$ cat src/rtl/rv_pkg.sv
// Shared RV32I definitions: opcode groups (id_opcode[6:2], same encodings as the
// main decoder), pipe sequencer FSM states and halt causes.
package rv_pkg;

   localparam logic [4:0] OPG_R     = 5'b01100;
   localparam logic [4:0] OPG_B     = 5'b11000;
   localparam logic [4:0] OPG_S     = 5'b01000;
   localparam logic [4:0] OPG_I     = 5'b00100;
   localparam logic [4:0] OPG_L     = 5'b00000;
   localparam logic [4:0] OPG_JALR  = 5'b11001;
   localparam logic [4:0] OPG_LUI   = 5'b01101;
   localparam logic [4:0] OPG_AUIPC = 5'b00101;
   localparam logic [4:0] OPG_JAL   = 5'b11011;

   typedef enum logic [1:0] {
      RUN      = 2'd0,
      MEM_WAIT = 2'd1,
      HALT     = 2'd2
   } seq_state_t;

   typedef enum logic [1:0] {
      HC_NONE        = 2'b00,
      HC_ILLEGAL     = 2'b01,
      HC_MEM_TIMEOUT = 2'b10
   } halt_cause_t;

endpackage

$ cat src/rtl/src_use_decode.sv
// Maps the ID opcode to the source registers it reads, flagging unknown opcodes.
module src_use_decode
   import rv_pkg::*;
(
   input  logic [6:0] opcode,
   output logic       uses_rs1,
   output logic       uses_rs2,
   output logic       illegal
);

   always_comb begin
      uses_rs1 = 1'b0;
      uses_rs2 = 1'b0;
      illegal  = 1'b0;
      if (opcode[1:0] != 2'b11) begin
         illegal = 1'b1;
      end else begin
         case (opcode[6:2])
            OPG_R, OPG_B, OPG_S: begin
               uses_rs1 = 1'b1;
               uses_rs2 = 1'b1;
            end
            OPG_I, OPG_L, OPG_JALR: uses_rs1 = 1'b1;
            OPG_LUI, OPG_AUIPC, OPG_JAL: ;
            default: illegal = 1'b1;
         endcase
      end
   end

endmodule

$ cat src/rtl/pipe_sequencer.sv
// Pipeline sequencer for the 5-stage RV32I core: stage enables, flushes, load-use
// bubbles, data-memory freeze with timeout, and sticky halt.
module pipe_sequencer
   import rv_pkg::*;
#(
   parameter int unsigned MEM_TIMEOUT = 255,
   parameter int unsigned CNT_W       = 16
) (
   input  logic             clk,
   input  logic             rst_n,
   input  logic [6:0]       id_opcode,
   input  logic [4:0]       id_rs1,
   input  logic [4:0]       id_rs2,
   input  logic [4:0]       ex_rd,
   input  logic             ex_memtoreg,
   input  logic             ex_redirect,
   input  logic             mem_req,
   input  logic             mem_ready,
   output logic             pc_en,
   output logic             ifid_en,
   output logic             idex_en,
   output logic             exmem_en,
   output logic             ifid_flush,
   output logic             idex_flush,
   output logic             memwb_bubble,
   output logic             halted,
   output logic [1:0]       halt_cause,
   output logic [CNT_W-1:0] stall_cnt,
   output logic [CNT_W-1:0] flush_cnt,
   output seq_state_t       dbg_state
);

   localparam logic [CNT_W-1:0] CNT_MAX = '1;
   localparam logic [7:0]       TMO     = 8'(MEM_TIMEOUT);

   seq_state_t  state;
   halt_cause_t cause_q;
   logic        id_valid, ex_valid;
   logic [7:0]  wait_cnt;

   logic uses_rs1, uses_rs2, illegal;
   logic mem_stall, freeze, rules_active, timeout;
   logic redirect, illegal_id, hazard;
   logic idv_n, exv_n;

   src_use_decode u_dec (
      .opcode   (id_opcode),
      .uses_rs1 (uses_rs1),
      .uses_rs2 (uses_rs2),
      .illegal  (illegal)
   );

   // Data-memory handshake: a MEM-stage access (mem_req) completes in the cycle
   // mem_ready is high; every cycle with mem_req & !mem_ready freezes the pipe.
   assign mem_stall = mem_req & ~mem_ready;

   assign redirect   = ex_valid & ex_redirect;
   assign illegal_id = id_valid & illegal;
   assign hazard     = id_valid & ex_valid & ex_memtoreg & (ex_rd != 5'd0) &
                       ((uses_rs1 & (ex_rd == id_rs1)) | (uses_rs2 & (ex_rd == id_rs2)));

   assign rules_active = ((state == RUN) & ~mem_stall) | ((state == MEM_WAIT) & mem_ready);
   assign timeout      = (state == MEM_WAIT) & ~mem_ready & (wait_cnt == TMO);

   always_comb begin
      case (state)
         RUN:      freeze = mem_stall;
         MEM_WAIT: freeze = ~mem_ready;
         HALT:     freeze = mem_stall & (cause_q != HC_MEM_TIMEOUT);
         default:  freeze = 1'b0;
      endcase
   end

   // Valid-bit update when the RUN rules apply; redirect outranks illegal and load-use.
   always_comb begin
      idv_n = 1'b1;
      exv_n = id_valid;
      if (redirect) begin
         idv_n = 1'b0;
         exv_n = 1'b0;
      end else if (illegal_id | hazard) begin
         idv_n = id_valid;
         exv_n = 1'b0;
      end
   end

   always_comb begin
      pc_en        = 1'b1;
      ifid_en      = 1'b1;
      idex_en      = 1'b1;
      exmem_en     = 1'b1;
      ifid_flush   = 1'b0;
      idex_flush   = 1'b0;
      memwb_bubble = 1'b0;
      if (rst_n) begin
         if (freeze) begin
            pc_en        = 1'b0;
            ifid_en      = 1'b0;
            idex_en      = 1'b0;
            exmem_en     = 1'b0;
            memwb_bubble = 1'b1;
         end else if (state == HALT) begin
            pc_en      = 1'b0;
            ifid_en    = 1'b0;
            idex_flush = 1'b1;
         end else if (redirect) begin
            ifid_flush = 1'b1;
            idex_flush = 1'b1;
         end else if (illegal_id | hazard) begin
            pc_en      = 1'b0;
            ifid_en    = 1'b0;
            idex_flush = 1'b1;
         end
      end
   end

   always_ff @(posedge clk or negedge rst_n) begin
      if (!rst_n) begin
         state     <= RUN;
         cause_q   <= HC_NONE;
         halted    <= 1'b0;
         id_valid  <= 1'b0;
         ex_valid  <= 1'b0;
         wait_cnt  <= '0;
         stall_cnt <= '0;
         flush_cnt <= '0;
      end else begin
         if ((state != HALT) && !pc_en && (stall_cnt != CNT_MAX))
            stall_cnt <= stall_cnt + 1'b1;
         if (rules_active && redirect && (flush_cnt != CNT_MAX))
            flush_cnt <= flush_cnt + 1'b1;

         case (state)
            RUN: begin
               if (mem_stall) begin
                  wait_cnt <= 8'd1;
                  state    <= MEM_WAIT;
               end
            end
            MEM_WAIT: begin
               if (!mem_ready) begin
                  if (timeout) begin
                     state    <= HALT;
                     halted   <= 1'b1;
                     cause_q  <= HC_MEM_TIMEOUT;
                     ex_valid <= 1'b0;
                  end else begin
                     wait_cnt <= wait_cnt + 8'd1;
                  end
               end else begin
                  state <= RUN;
               end
            end
            HALT: begin
               if (!freeze) ex_valid <= 1'b0;
            end
            default: state <= RUN;
         endcase

         if (rules_active) begin
            id_valid <= idv_n;
            ex_valid <= exv_n;
            if (illegal_id && !redirect) begin
               state   <= HALT;
               halted  <= 1'b1;
               cause_q <= HC_ILLEGAL;
            end
         end
      end
   end

   assign halt_cause = cause_q;
   assign dbg_state  = state;

endmodule

$ cat config.mk
export PLATFORM = sky130hd
export DESIGN_NAME = pipe_sequencer
export DESIGN_NICKNAME = d
export VERILOG_FILES = /design/src/rtl/rv_pkg.sv /design/src/rtl/src_use_decode.sv /design/src/rtl/pipe_sequencer.sv
export SDC_FILE = /design/constraint.sdc
export NUM_CORES = 1
export LEC_CHECK = 0
export ABC_AREA = 0
export CAP_MARGIN = 30
export CORE_MARGIN = 2
export CORE_UTILIZATION = 40
export CTS_BUF_LIST = sky130_fd_sc_hd__clkbuf_8
export CTS_CLUSTER_DIAMETER = 30
export CTS_CLUSTER_SIZE = 25
export DETAILED_ROUTE_END_ITERATION = 16
export PLACE_DENSITY = 0.78
export SKIP_LAST_GASP = 1
export SLEW_MARGIN = 30
export SYNTH_ARGS = -nofsm -noshare
export SYNTH_HDL_FRONTEND = slang
export SYNTH_SLANG_ARGS = --single-unit
$ cat constraint.sdc
create_clock -name clk -period 3.56 [get_ports clk]
set_input_delay 0.534 -clock clk [delete_from_list [all_inputs] [get_ports clk]]
set_output_delay 0.534 -clock clk [all_outputs]
set_load 0.1 [all_outputs]
; Word level (Yosys, flattened, before mapping)
; Index checks and enable logic that the tools add are counted.
[word_totals]
ff_bits = 47
input_bits = 28
out_inout_bits = 44
[op_classes]
addsub = 3
eq_ne = 25
muxes = 54
bitwise = 19
n_reduce_logical = 18
[op_table]
columns = operator, n
row1 = 1-bit 2-to-1 mux, 37
row2 = 16-bit by 1-bit adder with 16-bit output (second input constant), 2
row3 = 16-bit != test (second input constant), 2
row4 = 8-bit 2-to-1 mux, 3
row5 = 2-bit 2-to-1 mux, 10
row6 = 8-bit one-hot mux with 2 select lines, 1
row7 = 5-bit by 4-bit equality test with 1-bit output (second input constant), 3
row8 = 5-bit equality test (second input constant), 3
row9 = 1-bit bitwise AND, 14
row10 = 2-bit != test (second input constant), 7
row11 = 5-bit by 3-bit equality test with 1-bit output (second input constant), 2
row12 = 5-bit equality test, 2
row13 = 3-bit != test (second input constant), 3
row14 = 9-bit OR reduction, 1
row15 = 8-bit by 1-bit adder with 8-bit output (second input constant), 1
row16 = 8-bit equality test (second input constant), 1
row17 = 4-bit AND reduction, 2
row18 = 2-bit one-hot mux with 3 select lines, 1
row19 = 6-bit OR reduction, 1
row20 = 1-bit logical AND, 5
row21 = 5-bit logical NOT, 1
row22 = 5-bit nonzero test, 1
row23 = 1-bit bitwise OR, 3
row24 = 1-bit one-hot mux with 3 select lines, 1
row25 = other kinds (10), 12

; Longest topological paths before layout
[logic_depth]
ltp_word = 16
depth_mapped = 9
mapped_depth_nobuf = 8

; By module
; Synthesis repeated with hierarchy kept, for this count alone.
[unflattened]
cells_unflattened = 257
area_unflattened_um2 = 2615.0
[by_module_without_submodules]
columns = module, instances, cells_each, area_each_um2
row1 = pipe_sequencer, 1, 248, 2539.9
row2 = src_use_decode, 1, 9, 75.1

; Least setup slack after synthesis
; No wires, ideal clock.
[synth_timing]
path_type = input to output
startpoint = input port ex_rd[1]
endpoint = output port pc_en
arrival_ns = 4.258
t_required_ns = 3.026
slack_ns = -1.232
cell_stages = 7
cell_sequence = or4_1 -> o211ai_1 -> a21oi_1 -> a21oi_1 -> a21oi_1 -> o21ai_0 -> buf_4
[synth_between]
elab_chain_cells = 10
word_cells_on_any_way = 14
cone_classes = eq/ne (2) / mux (5) / bitwise (6) / reduce/logical (1)
[synth_lines]
columns = item, line_no
row1 = from (decl), pipe_sequencer.sv:14  ; input logic [4:0] ex_rd,
row2 = 5-bit equality test, pipe_sequencer.sv:60  ; ((uses_rs1 & (ex_rd == id_rs1)) | (uses_rs2 & (ex_rd == id_rs2)));
row3 = 1-bit bitwise AND, pipe_sequencer.sv:60
row4 = 1-bit bitwise OR, pipe_sequencer.sv:60
row5 = 1-bit bitwise AND (*), pipe_sequencer.sv:59  ; assign hazard = id_valid & ex_valid & ex_memtoreg & (ex_rd != 5'd0) &
row6 = 1-bit bitwise OR (*), pipe_sequencer.sv:109  ; end else if (illegal_id | hazard) begin
row7 = 1-bit 2-to-1 mux (*) (5 in a row), -
row8 = to (decl), pipe_sequencer.sv:19  ; output logic pc_en,
; Every way passes the cells marked *; elsewhere a longest branch is shown, timed or not.

; Worst setup path in the final report
[layout_timing]
startpoint = input port ex_rd[1]
endpoint = output port pc_en
[layout_between]
elab_chain_cells = 10
word_cells_on_any_way = 14
cone_classes = eq/ne (2) / mux (5) / bitwise (6) / reduce/logical (1)
[layout_lines]
columns = item, line_no
row1 = 5-bit equality test, pipe_sequencer.sv:60
row2 = 1-bit bitwise AND, pipe_sequencer.sv:60
row3 = 1-bit bitwise OR, pipe_sequencer.sv:60
row4 = 1-bit bitwise AND (*), pipe_sequencer.sv:59
row5 = 1-bit bitwise OR (*), pipe_sequencer.sv:109
row6 = 1-bit 2-to-1 mux (*), pipe_sequencer.sv:109
row7 = 1-bit 2-to-1 mux (*), pipe_sequencer.sv:106  ; end else if (redirect) begin
row8 = 1-bit 2-to-1 mux (*), pipe_sequencer.sv:102  ; end else if (state == HALT) begin
row9 = 1-bit 2-to-1 mux (*), pipe_sequencer.sv:96  ; if (freeze) begin
row10 = 1-bit 2-to-1 mux (*), pipe_sequencer.sv:95  ; if (rst_n) begin
; Marks and branches as above.

==> reports/metrics.cfg <==
[yosys]
synth_fp_nets = 286
ys_seq_area_frac = 0.454
synth_area_mm2 = 0.00259
syn_avg_cell_area_um2 = 10.2
ys_warn_count = 0
ys_types = 41
syn_inst = 255
ys_ff_latch = 47

[floorplan]
ioPinCount = 72
die_area_mm2 = 0.00713
start_util = 0.410
std_cell_rows = 29
die_h_um = 84.5
core_area_mm2 = 0.00631
die_x_um = 84.5

[sta]
period_share = 0.893
drv_slew = 0
fin_crit_ns = 3.18
finClkSkew_ns = 0.0117
max_slew.worst_pin.slew_ns = 1.00
fmax_mhz = 314
rsz0062_at_grt = false
slew-limit-headroom = 0.330
whs_ns = 0.0789
finalHoldViolations = 0
tns_ns = 0
finalSetupViolCount = 0

[pwr]
p_leak_nw = 1.50
power.density_mw_per_mm2 = 536
swShare = 0.434
clkPwrFrac = 0.245
vdd.ir_drop.worst_mv = 0.369
p_sw_mw = 0.820
p_comb_frac = 0.400
internal_power_mw = 1.07
seq_power_share = 0.355

[critical_path]
cp_data_arrival_time_ns = 2.65
cp_common_cell = a21oi_1
cp_slowest_stage_delay_ns = 0.54
endpoint_kind = output port
required_ns = 3.03
crit_path_cell_trace = clkdlybuf4s50_1, or4_1, o211ai_1, a21oi_1, a21oi_1, a21oi_1, o21ai_1, buf_12
start_kind = primary input
cpMaxStageDelayCell = or4_1
path_class = in -> out
crit_fanout = 3

[placed_design]
port-buffer-count = 71
hpwl_um = 4360
gp_congestion = 0.774

[clock_tree]
clk_path_buf_depth = 2
cts_hold_buf = 0
path_clk_slew_ns = 0.09
clkLatencyLatePin_ns = 0.30
numCtsBuffers = 5
cts_tree = done
cts_resized = 0
postCtsSetupRepairBufs = 0
root_buffer = clkbuf_8
h-tree-depth = 2
clock-sinks = 47

[min_path]
hold_class = in -> async

[run]
maxCapViolCount = 0

[cells_and_area]
nNetsFinal = 360
antenna_cells = 0
drive_gt1_frac = 0.112
area_growth_pct = 36.2
final_core_util = 0.559

[route]
vias_per_cell = 5.20
ant_nets = 0
first_pass_iters = 4
vias = 2117
finalWirelength_um = 5800
drt-wirelength-per-cell_um = 14.2
drt_iter0_markers = 74
drc_errors = 0

[run_status]
outcome = complete, no violations

[global_route]
overflow = 0
grt_max_degree = 43
grt_use_total = 0.168
grt_pass1_vias = 2139
antenna_found_initial = 0
grt_pass1_wl_um = 9830

## power groups by stage
stage | combinational, mW | clock (mW) | sequential (mW)
6_report | 0.756 | 0.463 | 0.672
5_1_grt | 0.795 | 0.494 | 0.685
4_1_cts | 0.762 | 0.479 | 0.671
3_5_place_dp | 0.760 | 0 | 0.678
3_3_place_gp | 0.751 | 0 | 0.677
2_1_floorplan | 0.245 | 0 | 0.993
## metal layers
metal | vias to the layer above | track usage | wire (um)
met3 | 10 | 0.0374 | 275
li1 | 1038 | - | -
met4 | 0 | 0.0563 | 118
met5 | - | 0 | 0
met2 | 49 | 0.286 | 2880
met1 | 1020 | 0.214 | 2520
## cell usage in the layout, fill, tap and decap left out, types with 2 or more instances in the layout
cell	count
a21oi_1	13
a41o_1	2
and3_1	2
and4_1	5
buf_12	3
buf_4	7
bufinv_16	2
clkbuf_8	5
clkdlybuf4s50_1	62
clkinvlp_4	2
dfrtp_1	47
ha_1	3
inv_1	6
nand2_1	18
nand2b_1	5
nand3_1	10
nand4_1	15
nand4b_1	2
nor2_1	24
nor2b_1	4
nor3_1	6
nor3_2	9
nor3b_1	3
nor4_1	2
o21ai_0	8
or3_1	2
xnor2_1	13
xor2_1	31
## path summary, 6_finish.rpt
| kind | from | endpoint | slack [ns] | cells after the start |
|---|---|---|---|---|
| max in group asynchronous | rst_n | stall_cnt[13] | 2.70 | 2 |
| min in group clk | halted | halted | 0.48 | 1 |
| worst min register to register | halted | halted | 0.48 | 1 |
| worst min-delay path | rst_n | dbg_state[1] | 0.08 | 1 |
| worst max-delay path | ex_rd[1] | pc_en | 0.38 | 8 |
| worst max register to register | stall_cnt[1] | stall_cnt[1] | 1.15 | 7 |
## critical path, delay by kind of cell
| kind | cells | cell delay [ns] |
|---|---|---|
| AOI/OAI and AO/OA | 5 | 0.88 |
| buffers and inverters | 2 | 0.68 |
| and+or+nand+nor | 1 | 0.54 |
## registers in the layout (all words and copies together) (netlist names)
signal / cells
dbg_state: 2
ex_valid: 1
flush_cnt: 16
halt_cause: 2
halted: 1
id_valid: 1
stall_cnt: 16
wait_cnt: 8
## logic make-up after synthesis
logic type	synth area share
DFF	0.454
adders and majority gates	0.0145
xor gates and xnor gates	0.149
buffers and inverters	0.0285
AOI/OAI and AO/OA	0.0763
and+or+nand+nor	0.269
muxes	0.00870
## final cells by class
cell class,instances,area [um2]
flip-flops and latches,47,1180
clock buffers,5,68.8
inverters,7,30.0
repair buffers,73,738
clock inverters,3,67.6
well taps,77,96.3
fillers,575,2790
multi-input cells,195,1350
## synth_stat cells, drive strengths merged
cell     number  area share
or3           2      0.0048
buf           6       0.018
dfrtp        47        0.45
a41o          2      0.0077
nor4          3       0.013
a21o          1      0.0029
mux2          2      0.0087
inv           7       0.010
nand2b        5       0.012
nand4        15       0.036
nor3b         3      0.0087
nor3         15       0.044
or4           1      0.0029
o21ai         9       0.017
xor2         31        0.10
a21oi        13       0.025
nor2         25       0.039
xnor2        13       0.044
nor2b         4      0.0097
and4          5       0.017
and3          2      0.0048
a2111oi       2       0.016
o211a         1      0.0039
nand2        18       0.026
o211ai        1      0.0029
nor4b         2       0.013
ha            3       0.014
or2           3      0.0073
nand4b        2      0.0068
nand3        11       0.021
and2          1      0.0024
## stage by stage
step | cell area [um2] | worst slack [ns] | total power, mW | instances
global placement | 3390 | 0.378 | 1.43 | 399
floorplan | 2600 | -0.380 | 1.24 | 255
CTS | 3530 | 0.353 | 1.91 | 407
global route | 3530 | 0.263 | 1.97 | 407
detailed placement | 3390 | 0.351 | 1.44 | 399
finish | 3530 | 0.380 | 1.89 | 407
Note: power is estimated with default switching activity, not from simulation.
